### src/rtl/dec_bcd_encoder_if.sv
// rtl/dec_bcd_encoder_if.sv - decimal panel lines in, BCD/strobe/status out
interface dec_bcd_encoder_if;
  logic _0, _1, _2, _3, _4, _5, _6, _7, _8, _9;
  logic _A, _B, _C, _D;
  logic strobe;
  logic held;
  logic multi;

  modport master (
    output _0, _1, _2, _3, _4, _5, _6, _7, _8, _9,
    input  _A, _B, _C, _D, strobe, held, multi
  );

  modport slave (
    input  _0, _1, _2, _3, _4, _5, _6, _7, _8, _9,
    output _A, _B, _C, _D, strobe, held, multi
  );
endinterface

### src/rtl/dec_bcd_encoder.sv
// rtl/dec_bcd_encoder.sv - debounced active-low decimal to BCD encoder
// Optional DEC_BCD_ENCODER_PRIORITY_EN: multi-press resolves to highest index.
module dec_bcd_encoder #(
  parameter int DEBOUNCE_CYCLES = 4
) (
  input logic          clk,
  input logic          reset,
  dec_bcd_encoder_if.slave bus
);
  typedef enum logic [1:0] {IDLE, QUAL, HOLD, REL} state_t;

  localparam logic [7:0] LAST = 8'(DEBOUNCE_CYCLES - 1);

  logic [9:0] sync1, sync2;
  logic [9:0] act;
  logic       is_none, is_multi, valid;
  logic [3:0] code;

  state_t     state, state_n;
  logic [7:0] cnt, cnt_n;
  logic [3:0] cand, cand_n;
  logic       accept;
  logic [3:0] bcd;
  logic       strobe_r, multi_r;

  always_ff @(posedge clk or posedge reset) begin
    if (reset) begin
      sync1 <= '1;
      sync2 <= '1;
    end else begin
      sync1 <= {bus._9, bus._8, bus._7, bus._6, bus._5,
                bus._4, bus._3, bus._2, bus._1, bus._0};
      sync2 <= sync1;
    end
  end

  // Highest active index wins; for a single line that is simply its index.
  always_comb begin
    act      = ~sync2;
    is_none  = (act == 10'd0);
    is_multi = !is_none && ($countones(act) != 1);
    code     = 4'd0;
    for (int i = 0; i < 10; i++) begin
      if (act[i]) code = 4'(i);
    end
`ifdef DEC_BCD_ENCODER_PRIORITY_EN
    valid = !is_none;
`else
    valid = !is_none && !is_multi;
`endif
  end

  always_ff @(posedge clk or posedge reset) begin
    if (reset) begin
      state    <= IDLE;
      cnt      <= 8'd0;
      cand     <= 4'd0;
      bcd      <= 4'd0;
      strobe_r <= 1'b0;
      multi_r  <= 1'b0;
    end else begin
      state    <= state_n;
      cnt      <= cnt_n;
      cand     <= cand_n;
      strobe_r <= accept;
      multi_r  <= is_multi;
      if (accept) bcd <= cand;
    end
  end

  always_comb begin
    state_n = state;
    cnt_n   = cnt;
    cand_n  = cand;
    accept  = 1'b0;
    case (state)
      IDLE: begin
        if (valid) begin
          state_n = QUAL;
          cand_n  = code;
          cnt_n   = 8'd1;
        end
      end
      QUAL: begin
        if (valid && code == cand) begin
          if (cnt >= LAST) begin
            state_n = HOLD;
            accept  = 1'b1;
            cnt_n   = 8'd0;
          end else if (cnt != 8'hFF) begin
            cnt_n = cnt + 8'd1;
          end
        end else begin
          state_n = IDLE;
        end
      end
      HOLD: begin
        if (is_none) begin
          state_n = REL;
          cnt_n   = 8'd1;
        end
      end
      REL: begin
        if (is_none) begin
          if (cnt >= LAST) begin
            state_n = IDLE;
            cnt_n   = 8'd0;
          end else if (cnt != 8'hFF) begin
            cnt_n = cnt + 8'd1;
          end
        end else begin
          state_n = HOLD;
          cnt_n   = 8'd0;
        end
      end
      default: state_n = IDLE;
    endcase
  end

  always_comb begin
    bus._A     = bcd[0];
    bus._B     = bcd[1];
    bus._C     = bcd[2];
    bus._D     = bcd[3];
    bus.strobe = strobe_r;
    bus.multi  = multi_r;
    bus.held   = (state == HOLD) || (state == REL);
  end
endmodule

### src/flat_wrapper.sv
// flat-port wrapper written by rule: the top's interface ports become plain ports
module dec_bcd_encoder_flat 
#(
  parameter int DEBOUNCE_CYCLES = 4
)
  (clk, reset, bus__0, bus__1, bus__2, bus__3, bus__4, bus__5, bus__6, bus__7, bus__8, bus__9, bus__A, bus__B, bus__C, bus__D, bus_strobe, bus_held, bus_multi);
  dec_bcd_encoder_if bus_i ();
  input logic clk;
  input logic reset;
  input wire logic [$bits(bus_i._0)-1:0] bus__0;
  input wire logic [$bits(bus_i._1)-1:0] bus__1;
  input wire logic [$bits(bus_i._2)-1:0] bus__2;
  input wire logic [$bits(bus_i._3)-1:0] bus__3;
  input wire logic [$bits(bus_i._4)-1:0] bus__4;
  input wire logic [$bits(bus_i._5)-1:0] bus__5;
  input wire logic [$bits(bus_i._6)-1:0] bus__6;
  input wire logic [$bits(bus_i._7)-1:0] bus__7;
  input wire logic [$bits(bus_i._8)-1:0] bus__8;
  input wire logic [$bits(bus_i._9)-1:0] bus__9;
  output wire logic [$bits(bus_i._A)-1:0] bus__A;
  output wire logic [$bits(bus_i._B)-1:0] bus__B;
  output wire logic [$bits(bus_i._C)-1:0] bus__C;
  output wire logic [$bits(bus_i._D)-1:0] bus__D;
  output wire logic [$bits(bus_i.strobe)-1:0] bus_strobe;
  output wire logic [$bits(bus_i.held)-1:0] bus_held;
  output wire logic [$bits(bus_i.multi)-1:0] bus_multi;
  assign bus_i._0 = bus__0;
  assign bus_i._1 = bus__1;
  assign bus_i._2 = bus__2;
  assign bus_i._3 = bus__3;
  assign bus_i._4 = bus__4;
  assign bus_i._5 = bus__5;
  assign bus_i._6 = bus__6;
  assign bus_i._7 = bus__7;
  assign bus_i._8 = bus__8;
  assign bus_i._9 = bus__9;
  assign bus__A = bus_i._A;
  assign bus__B = bus_i._B;
  assign bus__C = bus_i._C;
  assign bus__D = bus_i._D;
  assign bus_strobe = bus_i.strobe;
  assign bus_held = bus_i.held;
  assign bus_multi = bus_i.multi;
  dec_bcd_encoder #(.DEBOUNCE_CYCLES(DEBOUNCE_CYCLES)) u_core (.clk(clk), .reset(reset), .bus(bus_i));
endmodule
### config.mk
export PLATFORM = sky130hd
export DESIGN_NAME = dec_bcd_encoder_flat
export DESIGN_NICKNAME = d
export VERILOG_FILES = /design/src/rtl/dec_bcd_encoder_if.sv /design/src/rtl/dec_bcd_encoder.sv /design/src/flat_wrapper.sv
export SDC_FILE = /design/constraint.sdc
export NUM_CORES = 1
export LEC_CHECK = 0
export ABC_AREA = 0
export CORE_ASPECT_RATIO = 1.25
export CORE_MARGIN = 2
export CORE_UTILIZATION = 50
export DETAILED_ROUTE_END_ITERATION = 12
export PLACE_DENSITY = 0.79
export SLEW_MARGIN = 5
export SYNTH_ARGS = -nofsm -noshare
export SYNTH_HDL_FRONTEND = slang
export SYNTH_SLANG_ARGS = --single-unit
### constraint.sdc
create_clock -name clk -period 11.28 [get_ports clk]
set_clock_uncertainty 0.15 [all_clocks]
set_input_delay 3.384 -clock clk [delete_from_list [all_inputs] [get_ports clk]]
set_output_delay 3.384 -clock clk [all_outputs]
set_load 0.005 [all_outputs]
Word-level counts from Yosys, hierarchy flattened --
Cells that the tools add are included.
Word-level totals: input bits 12, logic and storage cells 68, output and inout bits 7, bits in registers 40
Cells by class: $add $sub $neg 10, bitwise gates (word level) 1, magnitude comparators 1, mux-type cells 26, eq/ne operators 11, reductions and logical operators 11
Operators with widths (count):
- $add 32x32->32 | 4
- $mux 8 | 6
- $ne 32x2->1 const B | 1
- $pmux 8 s4 | 1
- $mux 2 | 8
- $mux 3 | 4
- $add 1x1->2 | 5
- $logic_not 10->1 | 1
- $not 10->10 | 1
- $add 8x1->8 const B | 1
- $ge 8x2->1 const B | 1
- $mux 4 | 2
- $ne 8x8->1 const B | 1
- $pmux 2 s4 | 1
- $ne 2x1->1 const B | 3
- $ne 3x3->1 const B | 2
- $eq 2x2->1 const B | 2
- $eq 4x4->1 | 1
- $mux 1 | 4
- $reduce_and 4->1 | 1
- $logic_and 1x1->1 | 3
- $reduce_and 3->1 | 1
- $eq 2x1->1 const B | 1
- $logic_not 1->1 | 2
- other kinds (3) | 3

Logic depth before layout (Yosys ltp) --
Gate-level depths: netlist of the first run.
depth after elaboration 14, mapped depth 15

Worst setup path after synthesis of the first run --
No wires, ideal clock.
kind reg2out, start point register u_core.state[1], end point output bus_held, cell stages (with the launch flop) 3, setup slack 7068 ps, data arrival time 678 ps, buffers on the path 2, data required time 7746 ps, path through dfrtp_1 clkbuf_1 clkbuf_1
Between the ends: longest elaborated chain between the ends 2
Ends and longest elaborated chain:
- start, declared | line dec_bcd_encoder.sv:19 | state_t state, state_n;
- start signal, assigned | line dec_bcd_encoder.sv:62 | state <= state_n;
- $eq 2x2->1 | line dec_bcd_encoder.sv:127 | bus.held = (state == HOLD) || (state == REL);
- $logic_or 1x1->1 (*) | line dec_bcd_encoder.sv:127
- end, declared | line flat_wrapper.sv:25 | output wire logic [$bits(bus_i.held)-1:0] bus_held;
Mark *: on every way between the ends. The rest lies on a longest branch, timed or not.

Worst setup path after layout of the first run --
Same ends and word-level chain as after synthesis.

==> results of run 1 <==
power by group through the flow:
stage / Sequential (µW) / Combinational, µW / Clock [µW]
6_report: 178 / 105 / 114
3_3_place_gp: 179 / 95.0 / 0
2_1_floorplan: 176 / 75.4 / 0
4_1_cts: 178 / 105 / 116
5_1_grt: 180 / 119 / 123
3_5_place_dp: 180 / 104 / 0
worst max path at each step:
stage | cells after the start | slack, ns | to
floorplan | 1 | 6.86 | u_core.bcd[0]$_DFFE_PP0P_
global placement | 1 | 6.75 | bus_held
detailed placement | 1 | 6.72 | bus_held
CTS | 1 | 6.40 | bus_held
global route | 15 | 6.33 | u_core.cnt[1]$_DFFE_PP0P_
finish | 1 | 6.39 | bus_held
state kept, by name, summed over array words and instances (netlist names):
register,count
u_core.bcd,4
u_core.cand,4
u_core.state,2
u_core.sync1,10
u_core.cnt,8
u_core.sync2,10
u_core.bus.multi,1
u_core.bus.strobe,1
per-stage QoR:
step | cell area [µm²] | setup slack (ns) | hold slack [ns] | std cells
after floorplan | 1950 | 6.86 | 0.195 | 163
after global placement | 2180 | 6.75 | 0.196 | 220
after detailed placement | 2180 | 6.72 | 0.197 | 220
after CTS | 2290 | 6.40 | 0.204 | 228
after global routing | 2290 | 6.33 | 0.211 | 228
final | 2290 | 6.39 | 0.200 | 228
cells by family after synthesis:
family,count (synthesis),share of synthesized area [%]
mux,7,4.75
fa+ha+maj,20,15.1
compound gates,23,8.34
xor+xnor,3,1.35
simple gates,41,12.2
buf+inv,29,5.58
flops,40,52.6
routing by layer:
layer | GRT usage [%] | routed length, µm | vias up | share of wire, %
met5 | 0 | 0 | - | 0
met4 | 10.4 | 102 | 0 | 3.2
met3 | 5.81 | 191 | 17 | 6.0
met2 | 30.3 | 1750 | 55 | 55
met1 | 16.9 | 1140 | 608 | 36
li1 | - | - | 594 | -
cell usage after synthesis (3+ instances only):
cell | instances | area share [%]
a31oi_1 | 3 | 0.96
nor2_1 | 4 | 0.77
dfrtp_1 | 20 | 26
mux2_4 | 4 | 3.1
nand3_1 | 3 | 0.77
ha_1 | 14 | 9.0
dfstp_2 | 20 | 27
nor4_1 | 4 | 1.3
nor2b_1 | 9 | 2.9
inv_1 | 27 | 5.2
fa_1 | 6 | 6.2
nand2_1 | 10 | 1.9
a21oi_1 | 7 | 1.8
final cells by class:
type	instances	area [µm²]
tap	40	50.0
inverter	27	101
sequential	40	1030
clock inverter	3	42.5
fill	301	1460
timing repair buffer	19	188
clock buffer	5	68.8
multi-input combinational	94	815
==> impl_metrics.ini, run 1 <==
[status]
status = complete, no violations

[routing]
drt_iter0_drc = 39
drcViolationCount = 0
wire_per_inst_um = 14.0
avgViaCountPerCell = 5.59
first_pass_iters = 4
routed_wl_mm = 3.19
ant_nets = 0
vias = 1274

[pwr]
intPower_uw = 271
ir_worst_vdd_mv = 0.119
swShare_pct = 31.7
switching_power_uw = 126
power_uw = 397
pwr-share-seq_pct = 44.8
power.density_nw_per_um2 = 173
clockPowerShare_pct = 28.8
p_leak_uw = 0.00108
combPwrFrac_pct = 26.4

[hold_path]
min_to = u_core.sync2[1]$_DFF_PP1_
hold_start = u_core.sync1[1]$_DFF_PP1_
worstHoldPathType = reg -> reg
min_path_cells = 0

[synthesis]
syn-instance-count = 163
yosysSeqAreaShare_pct = 52.6
async_flop_share_pct = 100
yosysUniqueCellTypes = 37
syn-cell-area_um2 = 1950
ys_warn_count = 0
synth_edf_count = 0
syn_nets = 195
syn_area_per_cell_um2 = 12.0
synth_flop_cell = dfstp_2
synth.ff_latch_count = 40

[grt]
overflow = 0
grt_max_degree = 41
antenna_found_initial = 0
track_usage_pct = 17.2
grt_pass1_vias = 1309
grt_pass1_wl_mm = 5.56

[timing]
max_slew_margin_pct = 55.8
hold_viol_final = 0
min_period_ns = 4.89
rsz0062_at_grt = false
period_share_pct = 43.4
finalSetupTns_ns = 0
drv_slew = 0
setup-violations-final = 0
max_slew.worst_pin.slew_ns = 0.657
max_freq_mhz = 204

[clocking]
cts_root_buf = clkbuf_8
path_clk_slew_ns = 0.08
cts_tree = yes
clockBufferDepth = 2
cts_resized = 0
htree_levels = 2
numClockSinks = 40
cts_setup_buffers = 0
cts_buffers = 5
insertion_delay_ns = 0.29
ctsHoldBuffers = 0

[worst_setup_path]
crit_path_end_kind = output port
cp_top_family = buffers and inverters
path_class = reg -> out
worstPathMaxFanout = 10
required_ns = 7.75
r2r_slack_ns = 6.69
start_kind = flop
regToRegEndpoint = u_core.cnt[1]$_DFFE_PP0P_
crit_start = u_core.state[1]$_DFFE_PP0P_
reg2reg_depth = 15
regToRegStartpoint = u_core.sync2[1]$_DFF_PP1_
cp.arrival_ns = 1.36
critical_path.max_stage_delay_ns = 0.56
crit_chain = clkdlybuf4s50_1
path_buf_inv = 1
critPathSlowestCell = clkdlybuf4s50_1

[final_layout]
num-nets-final = 219
final_cell_mix = 27 x inv_1, 20 x dfrtp_1, 20 x dfstp_2, 18 x clkdlybuf4s50_1, 14 x ha_1
drive_gt1_share_pct = 19.1
area_growth_syn_to_layout_pct = 17.5
antennaDiodeCount = 0
final_common_cell = inv_1
fin_util_pct = 61.0

[die]
dieWidth_um = 59.8
core-area_um2 = 3750
placementRows = 25
start_util_pct = 51.9
die_area_um2 = 4420
boundaryPins = 19
die_h_um = 73.8

[placement]
routabilityCongestion = 0.840
dp_hpwl_mm = 2.45
numPortBuffers = 18

[run]
cap_viol_max_count = 0
Note: power is estimated with default switching activity, not from simulation.
==> inputs of run 2 (changes only) <==
- PLACE_DENSITY: 0.79 -> 0.82
- clock period: 11.28 -> 4.05 ns (I/O delays scaled with it)
==> run 2 against run 1 <==
The flow now finishes with violations (negative setup slack); total power grew to 2.9 times the previous value; die area is the same; first-iteration DRC count increased by 51%; via count up 2.4%; clock power up 120%; utilization is 4.2 points higher; critical path depth increased by 13; register-to-register slack got worse by 6.7 ns; largest cell class unchanged; highest routed layer unchanged.
==> impl_metrics.ini, run 2 (synthesis gave the netlist of run 1 again) <==
[placement]
routabilityCongestion = 0.771
dp_cells = 231
numPortBuffers = 18
dp_hpwl_mm = 2.57

[worst_setup_path]
critical_path.max_stage_delay_ns = 0.55
crit_chain = inv_2 > ha_4 > inv_2 > fa_1 > fa_1 > inv_1 > fa_2 > inv_2 > fa_2 > nand3b_1 > nor2_4 > nand3_4 > nor3_4 > mux2_4
path_class = reg -> reg
reg2reg_depth = 14
crit_start = u_core.sync2[5]$_DFF_PP1_
crit_path_end_kind = flop
required_ns = 4.08
cp.arrival_ns = 4.09
crit_end = u_core.bcd[1]$_DFFE_PP0P_
critPathSlowestCell = fa_1
start_kind = flop
crit_cells = 14
worstPathMaxFanout = 5
regToRegEndpoint = u_core.bcd[1]$_DFFE_PP0P_
cp_top_family = adder cells
path_buf_inv = 4
crit_top_cell = inv_2
r2r_slack_ns = -0.003
regToRegStartpoint = u_core.sync2[5]$_DFF_PP1_

[clocking]
numClockSinks = 40
path_clk_slew_ns = 0.08
insertion_delay_ns = 0.29
cts_root_buf = clkbuf_8
cts_tree = yes
htree_levels = 2
clockBufferDepth = 2
cts_buffers = 5

[pwr]
p_leak_uw = 0.00114
power_uw = 1130
power.density_nw_per_um2 = 462
ir_worst_vdd_mv = 0.415

[grt]
grt_pass1_wl_mm = 5.86
grt_max_degree = 26
grt_pass1_vias = 1385
track_usage_pct = 18.3
antenna_found_initial = 0
overflow = 0

[die]
dieWidth_um = 59.8
die_area_um2 = 4420
die_h_um = 73.8
placementRows = 25
core-area_um2 = 3750
start_util_pct = 51.9
boundaryPins = 19

[routing]
drt_iter0_drc = 59
first_pass_iters = 6
ant_nets = 0
met2WireLength_mm = 1.93
wl_met1_mm = 1.29
vias = 1305
routed.top_layer = met4
avgViaCountPerCell = 5.39
routed_wl_mm = 3.40
drcViolationCount = 0
wl_met3_um = 122
wire_per_inst_um = 14.1

[run]
cap_viol_max_count = 0

[timing]
layout_setup_ws_ns = -0.00333
max_slew.worst_pin.slew_ns = 0.907
max_slew_margin_pct = 39.5
drv_slew = 0
max_freq_mhz = 247
setup-violations-final = 2
period_share_pct = 100
rsz0062_at_grt = true
min_period_ns = 4.05
whs_ns = 0.203
hold_viol_final = 0

[final_layout]
multi_input_area_um2 = 890
fillers = 280
stdcell_count = 242
area_growth_syn_to_layout_pct = 25.6
drive_gt1_share_pct = 31.7
final_common_cell = inv_1
num-nets-final = 233
antennaDiodeCount = 0
reg_top3 = u_core.sync1 x10, u_core.sync2 x10, u_core.cnt x8
final_cell_mix = 23 x inv_1, 20 x dfrtp_1, 20 x dfstp_2, 18 x clkdlybuf4s50_1, 14 x buf_4
seq_area_um2 = 1030

[status]
status = finished with violations
violations = negative setup slack

[hold_path]
worstHoldPathType = reg -> reg
hold_start = u_core.sync1[4]$_DFF_PP1_
==> run 2: cell types whose count changed in the layout (fill, tap and decap cells not counted), sizes merged <==
cell    previous run  this run
buf                1        15
bufinv             1         0
clkbuf             5         6
==> run 2: worst min-delay path by stage <==
| stage | end | slack [ns] | cells after the start |
|---|---|---|---|
| 2_1_floorplan | u_core.sync2[0]$_DFF_PP1_ | 0.20 | 0 |
| 3_3_place_gp | u_core.sync2[2]$_DFF_PP1_ | 0.20 | 0 |
| 3_5_place_dp | u_core.sync2[1]$_DFF_PP1_ | 0.20 | 0 |
| 4_1_cts | u_core.sync2[4]$_DFF_PP1_ | 0.20 | 0 |
| 5_1_grt | u_core.sync2[4]$_DFF_PP1_ | 0.20 | 0 |
| 6_report | u_core.sync2[4]$_DFF_PP1_ | 0.20 | 0 |
==> run 2: layout make-up <==
cell class,instances,share of cell area [%]
Clock inverter,2,0.511
Clock buffer,6,2.96
Multi-Input combinational cell,94,36.3
Sequential cell,40,41.9
Timing Repair Buffer,33,12.1
Tap cell,40,2.04
Inverter,27,4.14
==> run 2: through the flow <==
step | setup WS [ns] | TNS, ns | instance area (µm²) | utilization, %
floorplan | 0.0238 | 0 | 1950 | -
global placement | -0.0446 | -0.362 | 2260 | 60.3
detailed placement | -0.256 | -2.86 | 2260 | 60.3
CTS | -0.0142 | -0.0321 | 2400 | 64.1
global route | -0.127 | -0.768 | 2450 | 65.2
finish | -0.00333 | -0.00540 | 2450 | 65.2
==> run 2: worst reg2reg max path, cell delays in order (launching register included) <==
cell and delay (ns):
dfstp_2 0.54, inv_2 0.04, ha_4 0.25, inv_2 0.03
fa_1 0.55, fa_1 0.41, inv_1 0.08, fa_2 0.21
inv_2 0.04, fa_2 0.51, nand3b_1 0.18, nor2_4 0.21
nand3_4 0.13, nor3_4 0.29, mux2_4 0.33
==> run 2: layer usage <==
layer  global-route usage [%]  vias up
met1                     18.7      654
met4                     9.88        0
li1                         -      616
met2                     33.5       31
met3                     4.23        4
met5                        0        -
==> run 2: report_power, final <==
part / total (µW) / leakage, µW / internal (µW) / switching [µW]
logic: 385 / 0.000628 / 186 / 199
clock network: 249 / 0.0000412 / 120 / 129
registers: 497 / 0.000471 / 450 / 47.2
total: 1130 / 0.00114 / 756 / 376
==> run 2: timing repair <==
action / in CTS / in global routing
gates resized for setup: 13 / 7
pin swaps: 9 / 2
hold buffers: 0 / 0
endpoints found under the setup margin: 16 / 14
setup buffers: 2 / 1
==> inputs of run 3 (changes only) <==
- SLEW_MARGIN: 5 -> unset
- TNS_END_PERCENT: unset -> 10
==> run 3 against run 2 <==
The run now ends clean; design area shrank 1.0%; utilization shrank 0.67 points; register-to-register slack improved by 0.02 ns; combinational power fell by 5.7%; routed wire length is 0.53% lower; clock-buffer cell count stayed put; sequential power is essentially flat; die area unchanged; sequential share of layout area is 0.43 points higher; largest power group unchanged; highest routed layer unchanged.
==> impl_metrics.ini, run 3 (synthesis gave the netlist of run 1 again) <==
[status]
status = complete, no violations

[pwr]
p_leak_uw = 0.00113
ir_worst_vdd_mv = 0.414
power.density_nw_per_um2 = 458

[placement]
dp_slack_ns = -0.256
routabilityCongestion = 0.771
numPortBuffers = 18
dp_cells = 231
dp_hpwl_mm = 2.57

[clocking]
numClockSinks = 40
htree_levels = 2
ctsHoldBuffers = 0
insertion_delay_ns = 0.30
cts_root_buf = clkbuf_8
cts_buffers = 5
cts_tree = yes
path_clk_slew_ns = 0.08
clockBufferDepth = 2

[routing]
wl_met3_um = 134
routed_wl_mm = 3.38
drcViolationCount = 0
ant_nets = 0
avgViaCountPerCell = 5.44
met2WireLength_mm = 1.91
first_pass_iters = 4
wire_per_inst_um = 14.0
drt_iter0_drc = 49
wl_met1_mm = 1.26
routed.top_layer = met4
vias = 1310

[timing]
setup-violations-final = 0
layout_setup_ws_ns = 0.0171
rsz0062_at_grt = true
drv_slew = 0
max_freq_mhz = 248
min_period_ns = 4.03
max_slew.worst_pin.slew_ns = 0.905
max_slew_margin_pct = 39.6
period_share_pct = 99.6
hold_viol_final = 0

[final_layout]
antennaDiodeCount = 0
stdcell_count = 241
drive_gt1_share_pct = 31.3
num-nets-final = 232
final_cell_mix = 23 x inv_1, 20 x dfrtp_1, 20 x dfstp_2, 18 x clkdlybuf4s50_1
area_growth_syn_to_layout_pct = 24.3
final_common_cell = inv_1
reg_top3 = u_core.sync1 x10, u_core.sync2 x10, u_core.cnt x8

[worst_setup_path]
cp_top_family = adder cells
critical_path.max_stage_delay_ns = 0.55
crit_top_cell = inv_2
required_ns = 4.09
crit_chain = inv_2 > ha_4 > inv_2 > fa_1 > fa_1 > inv_1 > fa_2 > inv_2 > fa_2 > nand3b_1 > nor2_2 > nand3_2 > nor3_4 > mux2_4
critPathSlowestCell = fa_1
worstPathMaxFanout = 5
crit_path_end_kind = flop
cp.arrival_ns = 4.07
start_kind = flop
path_buf_inv = 4
path_class = reg -> reg

[die]
dieWidth_um = 59.8
placementRows = 25
die_h_um = 73.8
die_area_um2 = 4420
core-area_um2 = 3750
start_util_pct = 51.9
boundaryPins = 19

[grt]
antenna_found_initial = 0
grt_pass1_wl_mm = 5.80
track_usage_pct = 18.1
grt_pass1_vias = 1370
overflow = 0
grt_max_degree = 26

[run]
cap_viol_max_count = 0

[hold_path]
worstHoldPathType = reg -> reg
run 3: what timing repair did:
item	4_1_cts	5_1_grt
hold endpoints to repair	0	0
buffers inserted	2	0
pin swaps	9	2
resized for setup	9	8
setup endpoints to repair	16	15
run 3: through the flow:
step	power [µW]	utilization (%)	setup TNS (ns)	cell area, µm²	hold slack (ns)
floorplan	699	-	0	1950	0.195
global placement	800	60.3	-0.362	2260	0.195
detailed placement	826	60.3	-2.86	2260	0.197
CTS	1100	63.7	-0.159	2390	0.203
global route	1180	64.6	-0.656	2420	0.202
finish	1110	64.6	0	2420	0.204
run 3: layer usage:
layer | up-vias | track usage [%]
met5 | - | 0
met4 | 0 | 9.88
met3 | 6 | 4.23
met2 | 39 | 32.9
met1 | 653 | 18.6
li1 | 612 | -
run 3: path summary, 6_finish.rpt:
| check | from | end | slack (ns) | cells past startpoint |
|---|---|---|---|---|
| min reg2reg | u_core.sync1[4]$_DFF_PP1_ | u_core.sync2[4]$_DFF_PP1_ | 0.20 | 0 |
| min in group asynchronous | reset | u_core.state[0]$_DFFE_PP0P_ | 1.26 | 2 |
| max | u_core.sync2[4]$_DFF_PP1_ | u_core.bcd[1]$_DFFE_PP0P_ | 0.02 | 14 |
| min | u_core.sync1[4]$_DFF_PP1_ | u_core.sync2[4]$_DFF_PP1_ | 0.20 | 0 |
| max reg2reg | u_core.sync2[4]$_DFF_PP1_ | u_core.bcd[1]$_DFFE_PP0P_ | 0.02 | 14 |
| max in group asynchronous | reset | u_core.sync2[2]$_DFF_PP1_ | 1.68 | 3 |
run 3: area by class of cell:
| class | instances | area [µm²] |
|---|---|---|
| fillers | 279 | 1330 |
| inverters | 27 | 101 |
| well taps | 40 | 50.0 |
| flip-flops and latches | 40 | 1030 |
| multi-input cells | 94 | 872 |
| clock buffers | 6 | 72.6 |
| repair buffers | 32 | 289 |
| clock inverters | 2 | 12.5 |
run 3: power by group:
| group | internal [µW] | total (µW) | switching, µW |
|---|---|---|---|
| combinational | 174 | 363 | 189 |
| sequential | 450 | 495 | 45.0 |
| clock | 120 | 252 | 132 |
| total | 744 | 1110 | 366 |
